[config.mk]
export PLATFORM = sky130hd
export DESIGN_NAME = fetch_unit
export DESIGN_NICKNAME = d
export VERILOG_FILES = /design/src/rtl/fetch_unit.sv
export SDC_FILE = /design/constraint.sdc
export NUM_CORES = 1
export LEC_CHECK = 0
export ABC_CLOCK_PERIOD_IN_PS = 1700
export CAP_MARGIN = 20
export CORE_ASPECT_RATIO = 1.25
export CORE_MARGIN = 3
export CORE_UTILIZATION = 43
export DETAILED_ROUTE_END_ITERATION = 8
export GPL_ROUTABILITY_DRIVEN = 0
export GPL_TIMING_DRIVEN = 0
export PLACE_DENSITY = 0.75
export REMOVE_ABC_BUFFERS = 1
export SYNTH_ARGS = -nofsm -noshare
export SYNTH_HDL_FRONTEND = slang
export SYNTH_SLANG_ARGS = --single-unit
[constraint.sdc]
create_clock -name clk -period 1.7 [get_ports clk]
set_clock_uncertainty 0.1 [all_clocks]
set_input_delay 0.255 -clock clk [delete_from_list [all_inputs] [get_ports clk]]
set_output_delay 0.255 -clock clk [all_outputs]
set_load 0.01 [all_outputs]
[src/rtl/fetch_unit.sv]
// Instruction fetch datapath: owns the PC, reads instruction words from ROM over a
// req/ack handshake, and decodes opcode/register fields plus the 2-word immediate.
module fetch_unit #(
    parameter int ADDR_W  = 8,
    parameter int DATA_W  = 16,
    parameter int TIMEOUT = 15
) (
    input  logic              clk,
    input  logic              rst_n,
    input  logic              en,
    input  logic              CS_PC_load,
    input  logic              CS_PC_inc,
    input  logic              CS_Ins_load,
    output logic              rom_req,
    output logic [ADDR_W-1:0] rom_addr,
    input  logic [DATA_W-1:0] rom_data,
    input  logic              rom_ack,
    output logic [ADDR_W-1:0] pc,
    output logic [3:0]        opcode,
    output logic [2:0]        op1_addr,
    output logic [2:0]        op2_addr,
    output logic [DATA_W-1:0] imm,
    output logic              two_byte,
    output logic              ins_valid,
    output logic              busy,
    output logic              err_overrun,
    output logic              err_timeout
);
    // ROM handshake: rom_req rises one cycle after CS_Ins_load and holds with a stable
    // rom_addr until a cycle where rom_ack=1 is sampled; that cycle also carries rom_data.
    localparam int TW = $clog2(TIMEOUT + 1);

    typedef enum logic [1:0] {S_IDLE, S_WAIT, S_DONE} state_t;

    state_t            state;
    logic [TW-1:0]     timer;
    logic [ADDR_W-1:0] fetch_addr;
    logic              phase;

    assign busy = (state != S_IDLE);

    always_ff @(posedge clk or negedge rst_n) begin
        if (!rst_n) begin
            state       <= S_IDLE;
            timer       <= '0;
            fetch_addr  <= '0;
            phase       <= 1'b0;
            pc          <= '0;
            rom_req     <= 1'b0;
            rom_addr    <= '0;
            opcode      <= '0;
            op1_addr    <= '0;
            op2_addr    <= '0;
            imm         <= '0;
            two_byte    <= 1'b0;
            ins_valid   <= 1'b0;
            err_overrun <= 1'b0;
            err_timeout <= 1'b0;
        end else if (!en) begin
            // Abort: drop any outstanding request and forget a half-fetched 2-word insn.
            state     <= S_IDLE;
            timer     <= '0;
            phase     <= 1'b0;
            rom_req   <= 1'b0;
            two_byte  <= 1'b0;
            ins_valid <= 1'b0;
        end else begin
            ins_valid <= 1'b0;
            if (CS_PC_inc)
                pc <= pc + ADDR_W'(1);
            if (CS_PC_load)
                fetch_addr <= pc;

            case (state)
                S_IDLE: begin
                    if (CS_Ins_load) begin
                        rom_addr <= fetch_addr;
                        rom_req  <= 1'b1;
                        timer    <= '0;
                        state    <= S_WAIT;
                    end
                end
                S_WAIT: begin
                    if (CS_Ins_load)
                        err_overrun <= 1'b1;
                    if (rom_ack) begin
                        rom_req   <= 1'b0;
                        ins_valid <= 1'b1;
                        state     <= S_DONE;
                        if (!phase) begin
                            opcode   <= rom_data[15:12];
                            op1_addr <= rom_data[11:9];
                            op2_addr <= rom_data[8:6];
                            // MVI (1100) and LDA (1101) carry a second immediate word.
                            if (rom_data[15:13] == 3'b110) begin
                                phase    <= 1'b1;
                                two_byte <= 1'b1;
                            end
                        end else begin
                            imm      <= rom_data;
                            phase    <= 1'b0;
                            two_byte <= 1'b0;
                        end
                    end else if (timer == TW'(TIMEOUT - 1)) begin
                        // Request has been high for TIMEOUT cycles: give up.
                        rom_req     <= 1'b0;
                        err_timeout <= 1'b1;
                        state       <= S_IDLE;
                    end else begin
                        timer <= timer + TW'(1);
                    end
                end
                S_DONE: begin
                    if (CS_Ins_load)
                        err_overrun <= 1'b1;
                    state <= S_IDLE;
                end
                default: state <= S_IDLE;
            endcase
        end
    end
endmodule

After elaboration in Yosys (flattened, before gate mapping)
Index checks and enable logic that the tools add are counted. Widths: inputs -> output; s select.

Input bits: 23. Register bits after elaboration: 62. Output and inout port bits: 48.

Mux-type cells: 28. $add $sub $neg: 2. Bitwise operators: 2. Equality and inequality tests: 12. Reductions and logical operators: 15.

Operators by type and width (count): $mux 1 (17); $mux 4 (4); $reduce_and 4->1 (4); $reduce_and 3->1 (4); $ne 3x3->1 const B (3); $add 8x1->8 const B (1); $mux 2 (4); $pmux 4 s2 (1); $reduce_and 2->1 (4); $ne 3x1->1 const B (2); $add 4x1->4 const B (1); $eq 4x4->1 const B (1); $ne 2x1->1 const B (2); $ne 4x4->1 const B (1); $pmux 2 s2 (1); $eq 3x3->1 const B (1); $eq 2x1->1 const B (1); $eq 2x2->1 const B (1); $logic_not 2->1 (1); $not 1->1 (2); $pmux 1 s2 (1); $reduce_bool 2->1 (1); $reduce_or 2->1 (1).

Longest topological paths before layout
Gate-level depths: netlist (run 1).

Word-level depth: 6. Mapped depth: 8. Mapped depth without buffers: 6.

Worst setup path after synthesis (run 1)
Ideal clock, no wire load.

Kind: register -> register. Start point: reg state[0]. End point: reg imm[0]. Slack: 55 ps. Stages on the path, launching flop included: 8. Period minus slack after synthesis: 1645 ps. Setup time: 125 ps. Arrival time: 1420 ps. Cell sequence: dfrtp_1 ha_1 buf_4 nand2_4 nor2_8 nand2_4 buf_6 mux2_4.

Cells in the longest elaborated chain, start to end: 2.

Ends and longest elaborated chain: start: declaration (line 35) `state_t state;`; start signal: assignment (line 44) `state <= S_IDLE;`; start signal: assignment (line 61) `state <= S_IDLE;`; start signal: assignment (line 80) `state <= S_WAIT;`; $eq 2x1->1 (line 74) `case (state)`; $reduce_and 4->1 (no line); end signal: assignment (line 100) `imm <= rom_data;`; end: declaration (line 22) `output logic [DATA_W-1:0] imm,`.

Every way passes these cells. A chain may end at the register's enable or synchronous reset.

Worst setup path in the final report (run 1)
Start point: reg state[1]. End point: reg op2_addr[0].

Cells in the longest elaborated chain, start to end: 2.

Ends and longest elaborated chain: $eq 2x1->1 (line 74); $reduce_and 4->1 (no line); end signal: assignment (line 93) `op2_addr <= rom_data[8:6];`; end: declaration (line 21) `output logic [2:0] op2_addr,`.

Every way passes these cells.

==> impl_metrics.yaml, run 1 <==
floorplanning:
  fp-row-count: 31
  die_h_microns: 93.6
  die_width_microns: 76.1
  fp.dieArea_sq_mm: 0.00712
  ios: 71
  core_area_sq_mm: 0.00586
  start_util_pct: 45.0
global_route:
  grt_first_pass_wirelength_mm: 8.72
  grt_pass1_vias: 1826
  antenna_found_initial: 0
  grt_usage_pct: 15.6
  grt_start_max_net_pins: 37
  grt_overflow: 0
timing:
  finalSetupViolCount: 1
  fmax_mhz: 587
  slew_headroom_pct: 59.7
  worst_slack_ns: -0.00263
  tightestPinTransition_ns: 0.605
  hold_viol_final: 0
  slew_viol_final: 0
  post-route-period-util_pct: 100
  rsz0062_at_grt: "true"
  min_period_ns: 1.70
drt:
  ant_nets: 0
  wire_per_inst_microns: 14.5
  viasPerCell: 4.89
  wirelength_mm: 5.21
  dr.pass1.iters: 4
  vias: 1760
  drcViolationCount: 0
  drtIter0Drc: 55
logic_synthesis:
  synth-edff-count: 0
  synth-xor-area-share_pct: 2.61
  yosys_warnings: 0
  synthCells: 191
  synth_area_leaders: "dfrtp_1 (59%), mux2_2 (14%), mux2_4 (5.7%)"
  synth_ff_type: "dfrtp_1"
  synth-seq-area-share_pct: 58.8
  synth_top_family_by_area: "multiplexers"
  synth_top_area_cell: "dfrtp_1"
  synth_common_cells: "dfrtp_1 (62), mux2_2 (32), nand2_1 (14), mux2_4 (10), inv_1 (8)"
  synth_top_area_share_pct: 58.8
  yosysMostFrequentCell: "dfrtp_1"
  synth.area.mux_share_pct: 20.5
  ys_ff_latch: 62
  synth_compound_area_share_pct: 4.51
  synth_simple_gate_area_share_pct: 8.40
  synth_cell_types: 34
  synthArstFlopShare_pct: 100
  syn_area_sq_mm: 0.00264
  synth_fa_ha_area_share_pct: 2.37
  synth_area_per_cell_sq_um: 13.8
worst_setup_path:
  worstPathRequired_ns: 1.80
  critPathMaxFanout: 10
  critPathCaptureType: "flip-flop"
  r2r_slack_ns: -0.003
  timing.rr.end: "op2_addr[0]$_DFFE_PN0P_"
  reg2regPathDepth: 6
  worstSetupPathType: "flip-flop to flip-flop"
  arrival_ns: 1.80
  r2r-start: "state[1]$_DFFE_PN0P_"
  worstSetupStartpointType: "flip-flop"
cts:
  insertion_delay_ns: 0.32
  clkTransAtPathRegs_ns: 0.06
  clk_path_buf_depth: 2
  cts_buffers: 9
  cts_root_buf: "clkbuf_8"
  clkSinkCount: 62
  cts_tree: "yes"
  htreeDepth: 3
outcome:
  violations: "setup timing"
  status: "finished with violations"
cells_and_area:
  areaGrowthSynthToFinish_pct: 41.6
  n_antenna_cell: 0
  drive_gt1_share_pct: 29.5
  fin_cells: 360
  finalNetCount: 301
power:
  p_leak_nw: 1.73
  powerDensity_mw_per_mm2: 1330
  ir_worst_vdd_mv: 0.970
  p_total_mw: 4.96
placed_design:
  portBuffers: 70
  place_inst: 339
  place_ws_ns: -0.728
  hpwlAfterDp_mm: 3.58
worst_hold_path:
  min_from: "err_timeout$_DFFE_PN0P_"
  hold_path_depth: 2
  hp-class: "flip-flop to flip-flop"
  hold_end: "err_timeout$_DFFE_PN0P_"
run:
  maxCapViolations: 0
==> report_power, final <==
| part | total [mW] | switching (mW) | internal (mW) |
|---|---|---|---|
| sequential | 2.06 | 0.224 | 1.83 |
| combinational | 1.39 | 0.526 | 0.866 |
| clock | 1.51 | 0.534 | 0.974 |
==> cell type report <==
class | count | area [sq um]
clock buffer | 12 | 135
tap | 82 | 103
multi-input combinational | 116 | 1060
clock inverter | 4 | 95.1
timing repair buffer | 76 | 757
inverter | 8 | 30.0
sequential | 62 | 1560
fill | 445 | 2120
==> stage by stage <==
stage	cell area [sq um]	TNS (ns)	util (%)	hold slack, ns
2_1_floorplan	2590	-0.0483	-	-0.141
3_5_place_dp	3410	-24.35	58.3	0.195
4_1_cts	3700	0	63.1	0.377
5_1_grt	3730	-1.02	63.8	0.404
6_report	3730	-0.00263	63.8	0.374
3_3_place_gp	3400	-124.95	58.0	0.352
==> repair_timing <==
| item | in CTS | in global routing |
|---|---|---|
| pin swaps | 1 | 0 |
| setup buffers | 1 | 3 |
| setup endpoints to repair | 45 | 44 |
| hold buffers | 1 | 0 |
| endpoints found under the hold margin | 26 | 0 |
| gates resized for setup | 13 | 7 |
==> state kept, by name, indices dropped and copies added (netlist names) <==
signal,cells
err_overrun,1
err_timeout,1
fetch_addr,8
imm,16
ins_valid,1
op1_addr,3
op2_addr,3
opcode,4
pc,8
phase,1
rom_addr,8
rom_req,1
state,2
timer,4
two_byte,1
==> worst max-delay path by stage <==
stage,end,start
floorplan,op2_addr[0]$_DFFE_PN0P_,state[1]$_DFFE_PN0P_
global placement,timer[2]$_DFFE_PN0P_,rst_n
detailed placement,op2_addr[0]$_DFFE_PN0P_,en
CTS,pc[4],pc[4]$_DFFE_PN0P_
global route,op2_addr[0]$_DFFE_PN0P_,state[1]$_DFFE_PN0P_
finish,op2_addr[0]$_DFFE_PN0P_,state[1]$_DFFE_PN0P_
==> critical path, stage by stage, from the launching register on <==
cell,delay [ns]
dfrtp_1,0.37
inv_2,0.11
ha_4,0.21
nand2_4,0.10
nor2_8,0.13
nand2b_2,0.20
mux2_1,0.36
==> kinds of logic after synthesis <==
group	count (synthesis)
xor+xnor	7
flops	62
mux	45
compound gates	19
buf+inv	13
fa+ha+maj	5
simple gates	40
==> layout by cell type (no fill, tap or decap), drive strengths merged, types with 2 or more instances in the layout <==
cell / Yosys / layout
nand2: 16 / 16
mux2i: 2 / 2
o21ai: 7 / 7
nand3: 7 / 7
nor3: 2 / 2
clkbuf: 0 / 12
xnor2: 6 / 6
clkdlybuf4s50: 0 / 66
mux2: 43 / 43
dfrtp: 62 / 62
ha: 5 / 5
bufinv: 0 / 3
buf: 5 / 6
nand4: 2 / 2
inv: 8 / 8
a21oi: 5 / 5
a31o: 2 / 2
nor2b: 2 / 2
nor2: 6 / 6
==> metal layers <==
metal | up-vias | global-route usage [%] | wire length [microns]
met5 | - | 0 | 0
met4 | 0 | 7.40 | 112
met3 | 11 | 4.53 | 296
met2 | 64 | 25.4 | 2480
met1 | 856 | 19.2 | 2320
li1 | 829 | - | -
(Power assumes the default switching activity.)
==> run 2: changes to the inputs <==
--- a/config.mk
+++ b/config.mk
@@ -15,6 +15,7 @@
 export GPL_TIMING_DRIVEN = 0
 export PLACE_DENSITY = 0.75
 export REMOVE_ABC_BUFFERS = 1
+export SKIP_LAST_GASP = 1
 export SYNTH_ARGS = -nofsm -noshare
 export SYNTH_HDL_FRONTEND = slang
 export SYNTH_SLANG_ARGS = --single-unit
==> results of run 2 <==
No change in the layout: final DEF, timing and power equal those of run 1.
==> run 3: changes to the inputs <==
--- a/config.mk
+++ b/config.mk
@@ -9,11 +9,11 @@
 export CAP_MARGIN = 20
 export CORE_ASPECT_RATIO = 1.25
 export CORE_MARGIN = 3
-export CORE_UTILIZATION = 43
+export CORE_UTILIZATION = 33
 export DETAILED_ROUTE_END_ITERATION = 8
 export GPL_ROUTABILITY_DRIVEN = 0
 export GPL_TIMING_DRIVEN = 0
-export PLACE_DENSITY = 0.75
+export PLACE_DENSITY = 0.59
 export REMOVE_ABC_BUFFERS = 1
 export SKIP_LAST_GASP = 1
 export SYNTH_ARGS = -nofsm -noshare
==> impl_metrics.yaml, run 3 (same netlist as run 1, synthesis figures left out) <==
timing:
  finalSetupViolCount: 0
  post-route-period-util_pct: 99.9
  rsz0062_at_grt: "true"
  hold_viol_final: 0
  tightestPinTransition_ns: 0.781
  hold_slack_ns: 0.374
  finalSetupTns_ns: 0
  slew_viol_final: 0
  min_period_ns: 1.70
  fmax_mhz: 589
  slew_headroom_pct: 47.9
worst_setup_path:
  worstSetupPathType: "flip-flop to flip-flop"
  crit_buf_inv: 1
  worstPathRequired_ns: 1.82
  crit_slowest_cell: "dfrtp_1"
  critPathCaptureType: "flip-flop"
  worstSetupStartpointType: "flip-flop"
  r2r_slack_ns: 0.003
  critPathMaxFanout: 10
  path_cells: "inv_2, ha_4, nand2_8, nor2_8, nand2b_4, mux2_1"
  cp_top_family: "simple AND/OR/NAND/NOR gates"
  slowest_delay_ns: 0.37
  arrival_ns: 1.81
power:
  p_total_mw: 4.93
  powerDensity_mw_per_mm2: 1290
  ir_worst_vdd_mv: 0.629
  p_leak_nw: 1.76
floorplanning:
  fp-row-count: 35
  ios: 71
  core_area_sq_mm: 0.00758
  die_h_microns: 106
  start_util_pct: 34.8
  fp.dieArea_sq_mm: 0.00911
  die_width_microns: 86.0
drt:
  wire_per_inst_microns: 14.5
  drtIter0Drc: 37
  drcViolationCount: 0
  wirelength_mm: 5.48
  vias: 1769
  viasPerCell: 4.69
  dr.pass1.iters: 3
  ant_nets: 0
cells_and_area:
  largest_register: "imm"
  largest_register_ffs: 16
  n_antenna_cell: 0
  areaGrowthSynthToFinish_pct: 44.6
  fin_cells: 377
  drive_gt1_share_pct: 31.9
  final_cell_mix: "clkdlybuf4s50_1 (64), dfrtp_1 (60), mux2_2 (32)"
  n_fill_cell: 696
  post-route-util_pct: 50.3
  finalNetCount: 308
  final_common_cell: "clkdlybuf4s50_1"
outcome:
  status: "finished clean"
placed_design:
  place_inst: 348
  portBuffers: 70
  hpwlAfterDp_mm: 3.64
global_route:
  grt_first_pass_wirelength_mm: 8.74
  grt_start_max_net_pins: 63
  grt_pass1_vias: 1800
  grt_overflow: 0
  grt_usage_pct: 12.6
  antenna_found_initial: 0
cts:
  clkSinkCount: 62
  htreeDepth: 3
  cts_buffers: 9
  cts_root_buf: "clkbuf_8"
  clk_path_buf_depth: 2
  clkTransAtPathRegs_ns: 0.07
  cts_tree: "yes"
  insertion_delay_ns: 0.34
worst_hold_path:
  hp-class: "flip-flop to flip-flop"
run:
  maxCapViolations: 0
run 3: changes by cell type in the layout (fill, tap and decap cells not counted), moves of 2 or more:
| cell | delta |
|---|---|
| clkbuf_8 | +2 |
| dfrtp_2 | -3 |
| clkbuf_1 | -3 |
| clkdlybuf4s50_1 | -2 |
| buf_4 | +8 |
| dfrtp_1 | +3 |
| nand2_8 | +2 |
run 3: layer usage:
metal | GRT usage [%] | up-vias | part of all wire (%)
met5 | 0 | - | 0
met4 | 7.81 | 0 | 2.6
met3 | 3.02 | 10 | 5.1
met2 | 20.5 | 49 | 48
met1 | 14.9 | 863 | 44
li1 | - | 847 | -
run 3: stage by stage:
| stage | worst slack (ns) | area, sq um |
|---|---|---|
| after floorplan | -0.0361 | 2590 |
| after global placement | -1.81 | 3410 |
| after detailed placement | -0.756 | 3410 |
| after CTS | -0.00913 | 3720 |
| after global routing | -0.0680 | 3810 |
| final | 0.00254 | 3810 |
run 3: layout make-up:
type | instances | area [sq um] | area share, %
clock buffer | 11 | 151 | 3.97
clock inverter | 5 | 81.3 | 2.13
inverter | 8 | 30.0 | 0.787
multi-input combinational | 117 | 1100 | 28.7
sequential | 62 | 1550 | 40.7
tap | 92 | 115 | 3.02
timing repair buffer | 82 | 786 | 20.6
run 3: what timing repair did:
action,in CTS,in global routing
pin swaps,1,1
hold buffers,1,0
cloned,0,1
buffers inserted,4,7
hold endpoints to repair,62,0
resized for setup,15,10
endpoints found under the setup margin,47,42
run 3: worst paths after layout:
kind	to	cells past startpoint	start
max	op2_addr[0]$_DFFE_PN0P_	6	state[1]$_DFFE_PN0P_
min	fetch_addr[6]$_DFFE_PN0P_	2	fetch_addr[6]$_DFFE_PN0P_
max reg2reg	op2_addr[0]$_DFFE_PN0P_	6	state[1]$_DFFE_PN0P_
min reg2reg	fetch_addr[6]$_DFFE_PN0P_	2	fetch_addr[6]$_DFFE_PN0P_
max in group asynchronous	state[0]$_DFFE_PN0P_	2	rst_n
min in group asynchronous	rom_addr[4]$_DFFE_PN0P_	2	rst_n
run 3: report_power, final:
group	internal, mW	switching, mW	total (mW)
sequential	1.83	0.201	2.03
combinational	0.880	0.544	1.42
clock	0.905	0.575	1.48
total	3.61	1.32	4.93
run 3: tightest hold or removal path: stages (launching register included):
cell,delay (ns)
dfrtp_1,0.34
nand2_1,0.04
o21ai_0,0.05
